==> src/rtl/uart_tx_fifo_ctrl.sv <==
// Transmit FIFO and byte launcher feeding a UART transmitter.
// Host bytes are buffered in a synchronous FIFO. One byte at a time is popped
// onto tx_din, launched with a single-cycle tx_start, and the block then waits
// for tx_done before it launches the next byte.
module uart_tx_fifo_ctrl #(
  parameter int DATA_WIDTH = 8,
  parameter int DEPTH      = 16
) (
  input  logic                     clk,
  input  logic                     rst,
  input  logic                     wr_en,
  input  logic [DATA_WIDTH-1:0]    wr_data,
  output logic                     full,
  output logic                     empty,
  output logic [$clog2(DEPTH):0]   count,
  output logic                     overflow,
  output logic [DATA_WIDTH-1:0]    tx_din,
  output logic                     tx_start,
  input  logic                     tx_done,
  output logic                     busy
);

  localparam int AW = $clog2(DEPTH);
  localparam int CW = AW + 1;

  typedef enum logic [1:0] {
    IDLE,
    START,
    WAIT_DONE
  } state_t;

  state_t                r_state;
  state_t                w_state_nxt;

  logic [DATA_WIDTH-1:0] r_mem [DEPTH];
  logic [AW-1:0]         r_wr_ptr;
  logic [AW-1:0]         r_rd_ptr;
  logic [CW-1:0]         r_count;
  logic                  r_full;
  logic                  r_empty;
  logic                  r_overflow;
  logic [DATA_WIDTH-1:0] r_tx_din;
  logic                  r_tx_start;
  logic                  r_busy;

  logic                  w_wr_accept;
  logic                  w_pop;
  logic [CW-1:0]         w_count_nxt;

  // A full FIFO rejects writes even when a pop happens in the same cycle.
  assign w_wr_accept = wr_en && !r_full;

  // Next-state decode; the pop happens only on the IDLE-to-START transition.
  always_comb begin
    w_state_nxt = r_state;
    w_pop       = 1'b0;
    case (r_state)
      IDLE: begin
        if (!r_empty) begin
          w_pop       = 1'b1;
          w_state_nxt = START;
        end
      end
      START:     w_state_nxt = WAIT_DONE;
      WAIT_DONE: if (tx_done) w_state_nxt = IDLE;
      default:   w_state_nxt = IDLE;
    endcase
  end

  // Occupancy after this edge: a simultaneous accepted write and pop cancel out.
  always_comb begin
    w_count_nxt = r_count;
    if (w_wr_accept && !w_pop)
      w_count_nxt = r_count + CW'(1);
    else if (!w_wr_accept && w_pop)
      w_count_nxt = r_count - CW'(1);
  end

  // State register.
  always_ff @(posedge clk) begin
    if (rst) r_state <= IDLE;
    else     r_state <= w_state_nxt;
  end

  // Storage array; contents need no reset since pointers define validity.
  always_ff @(posedge clk) begin
    if (!rst && w_wr_accept)
      r_mem[r_wr_ptr] <= wr_data;
  end

  // Pointers, occupancy flags and the overflow pulse.
  always_ff @(posedge clk) begin
    if (rst) begin
      r_wr_ptr   <= '0;
      r_rd_ptr   <= '0;
      r_count    <= '0;
      r_full     <= 1'b0;
      r_empty    <= 1'b1;
      r_overflow <= 1'b0;
    end else begin
      if (w_wr_accept) r_wr_ptr <= r_wr_ptr + AW'(1);
      if (w_pop)       r_rd_ptr <= r_rd_ptr + AW'(1);
      r_count    <= w_count_nxt;
      r_full     <= (w_count_nxt == CW'(DEPTH));
      r_empty    <= (w_count_nxt == '0);
      r_overflow <= wr_en && r_full;
    end
  end

  // Launch outputs: tx_din holds from one pop to the next, tx_start marks START.
  always_ff @(posedge clk) begin
    if (rst) begin
      r_tx_din   <= '0;
      r_tx_start <= 1'b0;
      r_busy     <= 1'b0;
    end else begin
      r_tx_start <= w_pop;
      if (w_pop) begin
        r_tx_din <= r_mem[r_rd_ptr];
        r_busy   <= 1'b1;
      end else if (r_state == WAIT_DONE && tx_done) begin
        r_busy   <= 1'b0;
      end
    end
  end

  assign full     = r_full;
  assign empty    = r_empty;
  assign count    = r_count;
  assign overflow = r_overflow;
  assign tx_din   = r_tx_din;
  assign tx_start = r_tx_start;
  assign busy     = r_busy;

endmodule

==> config.mk <==
export PLATFORM = sky130hd
export DESIGN_NAME = uart_tx_fifo_ctrl
export DESIGN_NICKNAME = d
export VERILOG_FILES = /design/src/rtl/uart_tx_fifo_ctrl.sv
export SDC_FILE = /design/constraint.sdc
export NUM_CORES = 1
export LEC_CHECK = 0
export ABC_AREA = 1
export CORE_MARGIN = 3
export CORE_UTILIZATION = 40
export CTS_CLUSTER_DIAMETER = 60
export DETAILED_ROUTE_END_ITERATION = 7
export GPL_TIMING_DRIVEN = 0
export PLACE_DENSITY = 0.66
export SYNTH_ARGS = -nofsm -noshare
export SYNTH_HDL_FRONTEND = slang
export SYNTH_SLANG_ARGS = --single-unit
==> constraint.sdc <==
create_clock -name clk -period 2.08 [get_ports clk]
set_clock_uncertainty 0.15 [all_clocks]
set_input_delay 0.416 -clock clk [delete_from_list [all_inputs] [get_ports clk]]
set_output_delay 0.416 -clock clk [all_outputs]
set_load 0.01 [all_outputs]
Word-level counts from Yosys, hierarchy flattened
Memories as Yosys holds them, arrays and structs flattened. A register that Yosys moved wholly into a read port is not among the register bits.
Cells that the tools add are included.
Word-level totals
  bits in read-only memories: 0
  input bits: 12
  flip-flop bits (word level): 20
  memory bits (writable): 128
  output and inout port bits: 18
  logic and storage cells: 44
  memories: 1
  latch bits: 0
Memory list
  r_mem: depth 16, width 8, rd ports 1, clocked after Yosys merged registers in 1, write ports 1, RTL line 35  | logic [DATA_WIDTH-1:0] r_mem [DEPTH];
Operators by class
  equality and inequality tests: 5
  order comparisons: 0
  bitwise operators: 0
  multipliers: 0
  multiplexer cells: 11
  shift operators: 0
  $add $sub $neg: 4
  divide/modulo/power cells: 0
  reduce and logical (&&, ||, !) cells: 14
Operator list (number)
  $mux 5: 2
  $add 4x1->4 const B: 2
  $logic_and 1x1->1: 6
  $mux 1: 6
  $pmux 2 s3: 1
  $add 5x1->5 const B: 1
  $eq 5x5->1 const B: 1
  $logic_not 5->1: 1
  $sub 5x1->5 const B: 1
  $logic_not 1->1: 4
  $mux 2: 2
  $ne 2x2->1 const B: 2
  $eq 2x1->1 const B: 1
  $eq 2x2->1 const B: 1
  $logic_not 2->1: 1
  $reduce_and 2->1: 1
  $reduce_bool 2->1: 1

Longest topological paths before layout
Gate-level depths: netlist of run 1.
  depth after elaboration: 7
  gate-level depth with buffers: 11

Worst setup path after synthesis of run 1
Ideal clock, no wire load.
  path type: register -> register
  start: register r_full, in the netlist full
  end: memory r_mem[3][0] (enable)
  buffers on the path: 1
  arrival time: 1.189 ns
  cell stages (with the launch flop): 7
  setup slack: 0.371 ns
  data required time: 1.560 ns
  period minus slack after synthesis: 1.709 ns
  cells stage by stage: dfxtp_1 inv_1 nand2_4 inv_4 buf_6 nand2_1 nor2_1
On the way
  longest elaborated chain between the ends: 5
RTL lines
  from (decl): RTL line 39  | logic r_full;
  from (signal assigned): RTL line 104  | r_full <= (w_count_nxt == CW'(DEPTH));
  $logic_not 1->1: RTL line 51  | assign w_wr_accept = wr_en && !r_full;
  $logic_and 1x1->1: RTL line 51
  $logic_and 1x1->1: RTL line 87  | if (!rst && w_wr_accept)
  $mux 1: RTL line 87
  $mux 1 (implied by the code): RTL line 88  | r_mem[r_wr_ptr] <= wr_data;
  to (decl): RTL line 35
No other way between the ends.

Worst setup path after layout of run 1
  start: input wr_en
  end: memory r_mem[12][2] (enable)
On the way
  longest elaborated chain between the ends: 4
RTL lines
  from (decl): RTL line 11  | input logic wr_en,
  $logic_and 1x1->1: RTL line 51
  $logic_and 1x1->1: RTL line 87
  $mux 1: RTL line 87
  $mux 1 (implied by the code): RTL line 88
No other way between the ends.

==> results.md, run 1 <==
Clock tree:
- Once the clock tree was built, the setup fixing pass inserted 0 buffers.
- No sink is reached through more buffers than the 2 on the longest clock path.
- The H-tree was split into 4 levels.
- The number of clock sinks is approximately 160.
- Hold repair after CTS inserted 0 buffers.
- After clock tree synthesis, the clock-pin slew on the worst setup and hold paths is roughly 0.060 ns.
- The cell sitting at the root of the clock tree is a sky130_fd_sc_hd__clkbuf_16.
- The later pin in the worst-skew pair is clocked with a latency of about 0.42 ns.
- TritonCTS built the clock tree.
- The number of clock buffers added by TritonCTS is 17.

Place:
- The post-detailed-placement cell area is around 0.0071 mm2.
- During placement, the flow inserted port buffers numbering 29.
- The post-place setup slack is -0.5643 ns.
- After detailed placement, the design holds a cell count of between 800 and 900.
- The total half-perimeter wirelength after legalization and detailed placement is between 10 and 15 mm.
- The weighted congestion at the end of routability-driven global placement is between 0.8 and 0.9.

Route:
- The first-iteration detailed-routing DRC count is between 300 and 400.
- In the final routed layout, each cell accounts on average for 17.71 um.
- The residual antenna-violating net count after detailed routing is 0.
- The total wirelength of the detailed-routed design is roughly 16 mm.
- The number of remaining DRC errors is 0.
- The number of search-and-repair iterations in the first detailed-routing pass is 5.
- Detailed routing inserted a total of ~4500 vias.
- In the routed layout, each cell is associated on average with a via count of approximately 5.2.

GRT:
- For met2 alone, demand over resource in global routing was 0.2872.
- The number of antenna violations at the first check in global routing is 0.
- The global routing stage identified its most utilized layer as met2.
- Entering global routing, the biggest net connects 17 pins.
- The met3 usage in global routing is 0.04607.
- The wire length of the first global-routing pass is between 20 and 25 mm.
- For this run, global-route usage on met1 was measured as 0.2391.
- The via count of the first global-routing pass came to ~4500.
- For this run the aggregate overflow at the end of global routing stands at 0.
- The total global routing track utilization is 0.1816.

Layout:
- The share of post-route cells with drive strength above 1 is 0.1083.
- The library cells used most frequently in the layout, excluding fill and tap cells, are sky130_fd_sc_hd__nor2_1 (144), sky130_fd_sc_hd__edfxtp_1 (128), sky130_fd_sc_hd__nand3_1 (73), sky130_fd_sc_hd__nand2_1 (49), sky130_fd_sc_hd__o21ai_0 (42).
- After routing the design area is roughly 0.0076 mm2.
- The filler-free cell count of the finished design is ~880.
- Compared with the post-synthesis result, the final layout area differs by 17.71%.
- The number of antenna diodes is 0.
- The library cell used most frequently in the layout, excluding fill and tap cells, is sky130_fd_sc_hd__nor2_1.
- The count of nets after finishing is ~670.

Power:
- Summed over all cells, the static leakage comes to about 0.0027 uW.
- For this design the ratio of total power to cell area is 1233 mW/mm2.
- The maximum vdd drop is approximately 0.78 mV.

Setup path:
- The type of the worst setup path is input port to register.
- Along the worst path, the maximum fanout reaches 10.
- Measured in cells, the most critical reg-to-reg path has a length of 6.
- Among all stages on the critical path, the largest delay is contributed by sky130_fd_sc_hd__nor2_1.
- In this design, the stage delay of the slowest critical-path cell is ~0.62 ns.
- The type of element launching the critical path is an input port.
- The worst path arrival time is approximately 2.1 ns.
- The capturing element type of the critical path is a register.
- Walking the worst path, the cells encountered are clkdlybuf4s50_1 -> nand2_4 -> inv_4 -> buf_6 -> nand2_1 -> nor2_1.
- The required time of the critical path is ~2 ns.

Timing:
- The final critical delay including setup and external delays is 2.202 ns.
- Across all hold checks on the routed design, the worst slack comes to 0.2949 ns.
- Based on the critical path, the design can be clocked at up to 454.1 MHz.
- In this run the tightest slew margin relative to its limit is 0.4462.
- The summed negative setup slack over all endpoints is -2.213 ns.
- The slew of the pin with the lowest slew margin is between 0.8 and 0.9 ns.
- The max-slew violation total from the final report came to 0.
- The number of hold violations in the final report was 0.
- Setup repair after global routing could not meet its margin everywhere.
- Setup slack on the critical path of the routed design comes to -0.1220 ns.
- Setup violations remaining at the end of the flow were counted as 24.
- In the finished design, the share of the clock period the worst path needs comes to 1.059.

Yosys:
- The total number of yosys warnings is 0.
- The proportion of synthesized chip area in sequential cells is 0.6777.
- Yosys mapped the design onto 32 distinct sky130hd cell types.
- The synthesized netlist occupies a cell area of between 0.006 and 0.007 mm2.
- In the synthesized netlist, the number of instances is between 600 and 700.
- The register bit count reported by yosys is between 150 and 200.
- The number of nets produced by synthesis is around 620.
- The synthesized area divided by synthesized cell count is roughly 11 um2.

Floorplanning:
- During I/O placement, the number of pins put on the boundary was 30.
- From bottom edge to top edge, the die measures between 100 and 150 um.
- The total area inside the core boundary comes to about 0.016 mm2.
- The overall die area is ~0.018 mm2.
- The floorplan row count is 45.
- The starting density of the core is 0.4182.
- From left edge to right edge, the die measures roughly 130 um.

Job:
- The number of maximum-capacitance constraint violations is 0.

Outcome:
- The flow ran to the end, but the final reports show violations.
- The checks that failed: setup timing.

Hold path:
- The worst hold path passes through 2 cells.
- The worst hold path belongs to the class register to register.
flip-flops by register name, indices dropped and copies added, names as in the netlist:
register,count
empty,1
busy,1
r_state,2
overflow,1
tx_start,1
r_mem,128
r_rd_ptr,4
count,5
tx_din,8
full,1
r_wr_ptr,4
per-layer routing:
metal	vias up	wire length (um)
met5	-	0
met4	0	448
met3	37	954
met2	164	7378
met1	2159	6730
li1	2177	-
kinds of logic after synthesis:
kind of cell             Yosys count  share of synthesized area
adder cells (fa/ha/maj)            7                    0.01348
AND/OR/NAND/NOR                  296                     0.1950
buffers and inverters             65                    0.04698
XOR/XNOR                           2                   0.002696
flip-flops                       156                     0.6777
AO/OA/AOI/OAI                     78                    0.06411
what timing repair did:
item / CTS / global route
pin swaps: 0 / 0
endpoints found under the hold margin: 0 / 0
setup endpoints to repair: 128 / 72
gates resized for setup: 10 / 8
path summary, 6_finish.rpt:
| kind | start | to | slack, ns |
|---|---|---|---|
| worst max-delay path | wr_en | r_mem[12][2] | -0.12 |
| worst min-delay path | full | overflow | 0.29 |
| worst max register to register | full | r_mem[12][2] | -0.01 |
| worst min register to register | full | overflow | 0.29 |
worst max-delay path: cells and delay by family:
| family | cells | cell delay (ns) |
|---|---|---|
| buffers and inverters | 3 | 0.77 |
| AND/OR/NAND/NOR | 3 | 0.91 |
cell usage after synthesis:
cell type                    n  area, um2
sky130_fd_sc_hd__inv_4       1      6.260
sky130_fd_sc_hd__o21ai_1    16      80.08
sky130_fd_sc_hd__nor2_1    157      589.3
sky130_fd_sc_hd__xor2_1      2      17.52
sky130_fd_sc_hd__o211ai_1    8      60.06
sky130_fd_sc_hd__nand3_2     1      10.01
sky130_fd_sc_hd__nand4_1     1      6.260
sky130_fd_sc_hd__inv_1      28      105.1
sky130_fd_sc_hd__a211oi_1    1      7.510
sky130_fd_sc_hd__o21ai_0    42      210.2
sky130_fd_sc_hd__nand2_2     4      25.02
sky130_fd_sc_hd__a21oi_2     1      8.760
sky130_fd_sc_hd__buf_6       2      22.52
sky130_fd_sc_hd__a21oi_1    10      50.05
sky130_fd_sc_hd__nor2_8      1      20.02
sky130_fd_sc_hd__ha_1        7      87.58
sky130_fd_sc_hd__buf_2      14      70.07
sky130_fd_sc_hd__or2_2       1      6.260
sky130_fd_sc_hd__nor3_1      3      15.01
sky130_fd_sc_hd__edfxtp_1  128       3844
sky130_fd_sc_hd__nand2_1    49      183.9
sky130_fd_sc_hd__buf_4       7      52.55
sky130_fd_sc_hd__inv_2       2      7.510
sky130_fd_sc_hd__clkbuf_1    6      22.52
sky130_fd_sc_hd__nand3b_1    3      22.52
sky130_fd_sc_hd__nand2_4     1      11.26
sky130_fd_sc_hd__nor4_1      1      6.260
sky130_fd_sc_hd__buf_1       2      7.510
sky130_fd_sc_hd__nor2_2      1      6.260
sky130_fd_sc_hd__clkinv_1    3      11.26
sky130_fd_sc_hd__dfxtp_1    28      560.5
sky130_fd_sc_hd__nand3_1    73      365.4
report_power, final:
part	switching, uW	total (uW)	leakage (uW)	internal (uW)
clock network	1130	2850	0.000267	1720
registers	138	3720	0.00138	3580
logic	1810	2860	0.00107	1050
final cells by class:
type	instances	area [um2]
Inverter	34	130.1
Clock inverter	13	106.4
Multi-Input combinational cell	383	1847
Timing Repair Buffer	29	290.3
Clock buffer	19	432.9
Fill cell	1443	7890
Sequential cell	156	4404
Tap cell	211	264.0
Buffer	31	175.2
through the flow:
step                utilization  total power (uW)
floorplan                     -              5611
global placement         0.4539              6530
detailed placement       0.4539              6593
CTS                      0.4902              9442
global route             0.4923              9955
finish                   0.4923              9433
No activity file was read; power rests on OpenSTA's default activity.
==> run 2, diff against run 1 <==
--- a/config.mk
+++ b/config.mk
@@ -11,7 +11,6 @@
 export CTS_CLUSTER_DIAMETER = 60
 export DETAILED_ROUTE_END_ITERATION = 7
 export GPL_TIMING_DRIVEN = 0
-export PLACE_DENSITY = 0.66
 export SYNTH_ARGS = -nofsm -noshare
 export SYNTH_HDL_FRONTEND = slang
 export SYNTH_SLANG_ARGS = --single-unit
==> results.md, run 2 (same netlist as run 1, synthesis figures left out) <==
Clock tree:
- The clock latency at the later pin of the worst-skew pair is 0.42 ns.
- The maximum root-to-sink buffer count is 2.
- CTS placed an instance of sky130_fd_sc_hd__clkbuf_16 at the clock tree root.
- After clock tree synthesis, the clock-pin slew on the worst setup and hold paths is 0.06 ns.
- The number of hold-repair buffers added at the cts stage is 0.
- The CTS tree is yes.
- In this run the post-CTS setup repair buffer count came out at 0.
- The H-tree was split into 4 levels.
- Buffers inserted during clock tree synthesis total 17.
- The tree built by TritonCTS fans out to between 150 and 200 sinks.

Outcome:
- The final reports fail on setup timing.
- The run finished, with violations left.

Layout:
- The register with the most flip-flops in the layout has around 130 of them.
- Leaving out fill and tap cells, the most frequent cell in the layout is sky130_fd_sc_hd__nor2_1.
- The top cell types in the final layout, fill and taps aside, are sky130_fd_sc_hd__nor2_1 (144), sky130_fd_sc_hd__edfxtp_1 (128), sky130_fd_sc_hd__nand3_1 (73), sky130_fd_sc_hd__nand2_1 (49), sky130_fd_sc_hd__o21ai_0 (42).
- The final design area excluding fillers is about 0.0077 mm2.
- Counting flops per register, the top entry is r_mem.
- The number of antenna diodes is 0.
- From synthesis to final layout, the design area changed by 18.62%.
- The share of post-route cells with drive strength above 1 is 0.1203.
- After the last flow step, the layout net total stands at around 670.

Timing:
- The slew of the pin with the lowest slew margin is between 0.9 and 1 ns.
- The final worst-path cycle share is 1.043.
- The final critical delay including setup and external delays is 2.169 ns.
- The worst slew margin relative to its limit is 0.3900.
- Setup total negative slack on the finished layout was measured at -1.191 ns.
- The final count of negative-setup-slack endpoints is 24.
- For this run, the top clock speed supported by timing is ~460 MHz.
- Setup repair after global routing could not meet its margin everywhere.
- The final worst-path setup slack is -0.08851 ns.
- The number of hold violations in the final report is 0.
- The max-slew violation total from the final report is 0.
- The worst slack on hold paths is 0.2907 ns.

Power:
- The analysis attributes to cell leakage a power of 0.002753 uW.
- The sequential share of power is 0.386.
- The completed layout was analyzed and its total power is 9639 uW.
- Across the VDD grid, the largest voltage drop is roughly 1.0 mV.
- The fraction of power spent switching nets is 0.3238.
- The combinational share of power is 0.295.
- In this run the power spent charging and discharging nets is 3121 uW.
- The internal power of the cells totals between 6000 and 7000 uW.
- The power density over the cells is roughly 1300 mW/mm2.
- Of the total power, the clock network draws 0.318.

GRT:
- The number of antenna violations at the first check in global routing is 0.
- The wire length of the first global-routing pass is roughly 24 mm.
- In the global route stage, overall resource usage came out at 0.1818.
- The total overflow left after global routing is 0.
- The via count of the first global-routing pass is between 4000 and 5000.
- The largest net degree at the start of global routing is 17.

Setup path:
- The slowest stage cell on the critical path is sky130_fd_sc_hd__nor2_1.
- The delay of the slowest cell on the worst path is 0.66 ns.
- STA classifies the critical path startpoint as an input port.
- The capturing element type of the critical path is a register.
- In this run the worst path has a maximum fanout of 10.
- The required time of the critical path is a little under 2 ns.
- For the worst setup path, the data arrival time is just over 2 ns.
- Walking the worst path, the cells encountered are clkdlybuf4s50_1 -> clkinv_1 -> nand3_1 -> nor2_1.
- The critical path is of the input port to register type.

Route:
- After detailed routing, the number of vias per cell comes to 5.140.
- The first TritonRoute pass finished after 5 iterations.
- After detailed routing, the number of remaining DRC violations is 0.
- The total wirelength of the detailed-routed design is about 16 mm.
- Detailed routing inserted a total of roughly 4500 vias.
- The average wire length per cell after detail routing is 17.95 um.
- The residual antenna-violating net count after detailed routing is 0.
- The detailed router finished its first iteration with around 350 violations.

Job:
- Max-cap violations in this run came to 0.

Hold path:
- The path type of the worst min-delay path is register to register.

Floorplanning:
- For this design the top-level I/O count stands at 30.
- The floorplan row count is between 40 and 50.
- The die is ~130 um tall.
- The core region area is between 0.015 and 0.02 mm2.
- The die covers ~0.018 mm2.
- The starting density of the core is 0.4182.
- The x dimension of the die is 133.5 um.

Place:
- During placement, the flow inserted port buffers numbering 29.
- OpenSTA, run right after detailed placement, puts the worst setup slack at -0.5518 ns.
- The total half-perimeter wirelength after legalization and detailed placement is approximately 11 mm.
- The weighted congestion at the end of routability-driven global placement is around 0.9.
- After detailed placement, the total cell area comes to a little over 0.007 mm2.
## run 2: area by class of cell
type / instances / area, um2
sequential: 156 / 4405
timing repair buffer: 29 / 290.3
tap: 211 / 264.0
inverter: 34 / 130.1
fill: 1416 / 7831
multi-input combinational: 383 / 1842
clock buffer: 23 / 521.8
buffer: 31 / 175.2
clock inverter: 9 / 80.08
## run 2: repair_timing
action | in CTS | in global routing
setup endpoints to repair | 80 | 76
resized for setup | 9 | 9
endpoints found under the hold margin | 0 | 0
## run 2: worst paths after layout
path                       to  cells past startpoint  slack [ns]  from
setup / recovery  r_mem[2][0]                      4       -0.09   rst
hold / removal       overflow                      2        0.29  full
setup reg to reg  r_mem[2][0]                      6        0.06  full
hold reg to reg      overflow                      2        0.29  full
## run 2: worst max-delay path: cells and delay by family
kind / cells / cell delay, ns
and+or+nand+nor: 2 / 0.99
buffers and inverters: 2 / 0.66
## run 2: power groups by stage
stage / logic, uW / clock network [uW] / registers (uW)
floorplan: 1790 / 0 / 3820
global placement: 2800 / 0 / 3770
detailed placement: 2850 / 0 / 3780
CTS: 2860 / 3120 / 3720
global route: 3200 / 3250 / 3750
finish: 2850 / 3070 / 3720
## run 2: per-stage QoR
stage / util / cells
finish: 0.4961 / 876
floorplan: - / 604
global placement: 0.4539 / 844
detailed placement: 0.4539 / 844
CTS: 0.4940 / 876
global route: 0.4961 / 876
## run 2: per-layer routing
metal,vias up,track usage,wire [um]
li1,2177,-,-
met1,2194,0.2240,6516
met2,111,0.3135,8069
met3,21,0.04796,882
met4,0,0.05771,252
met5,-,0,0
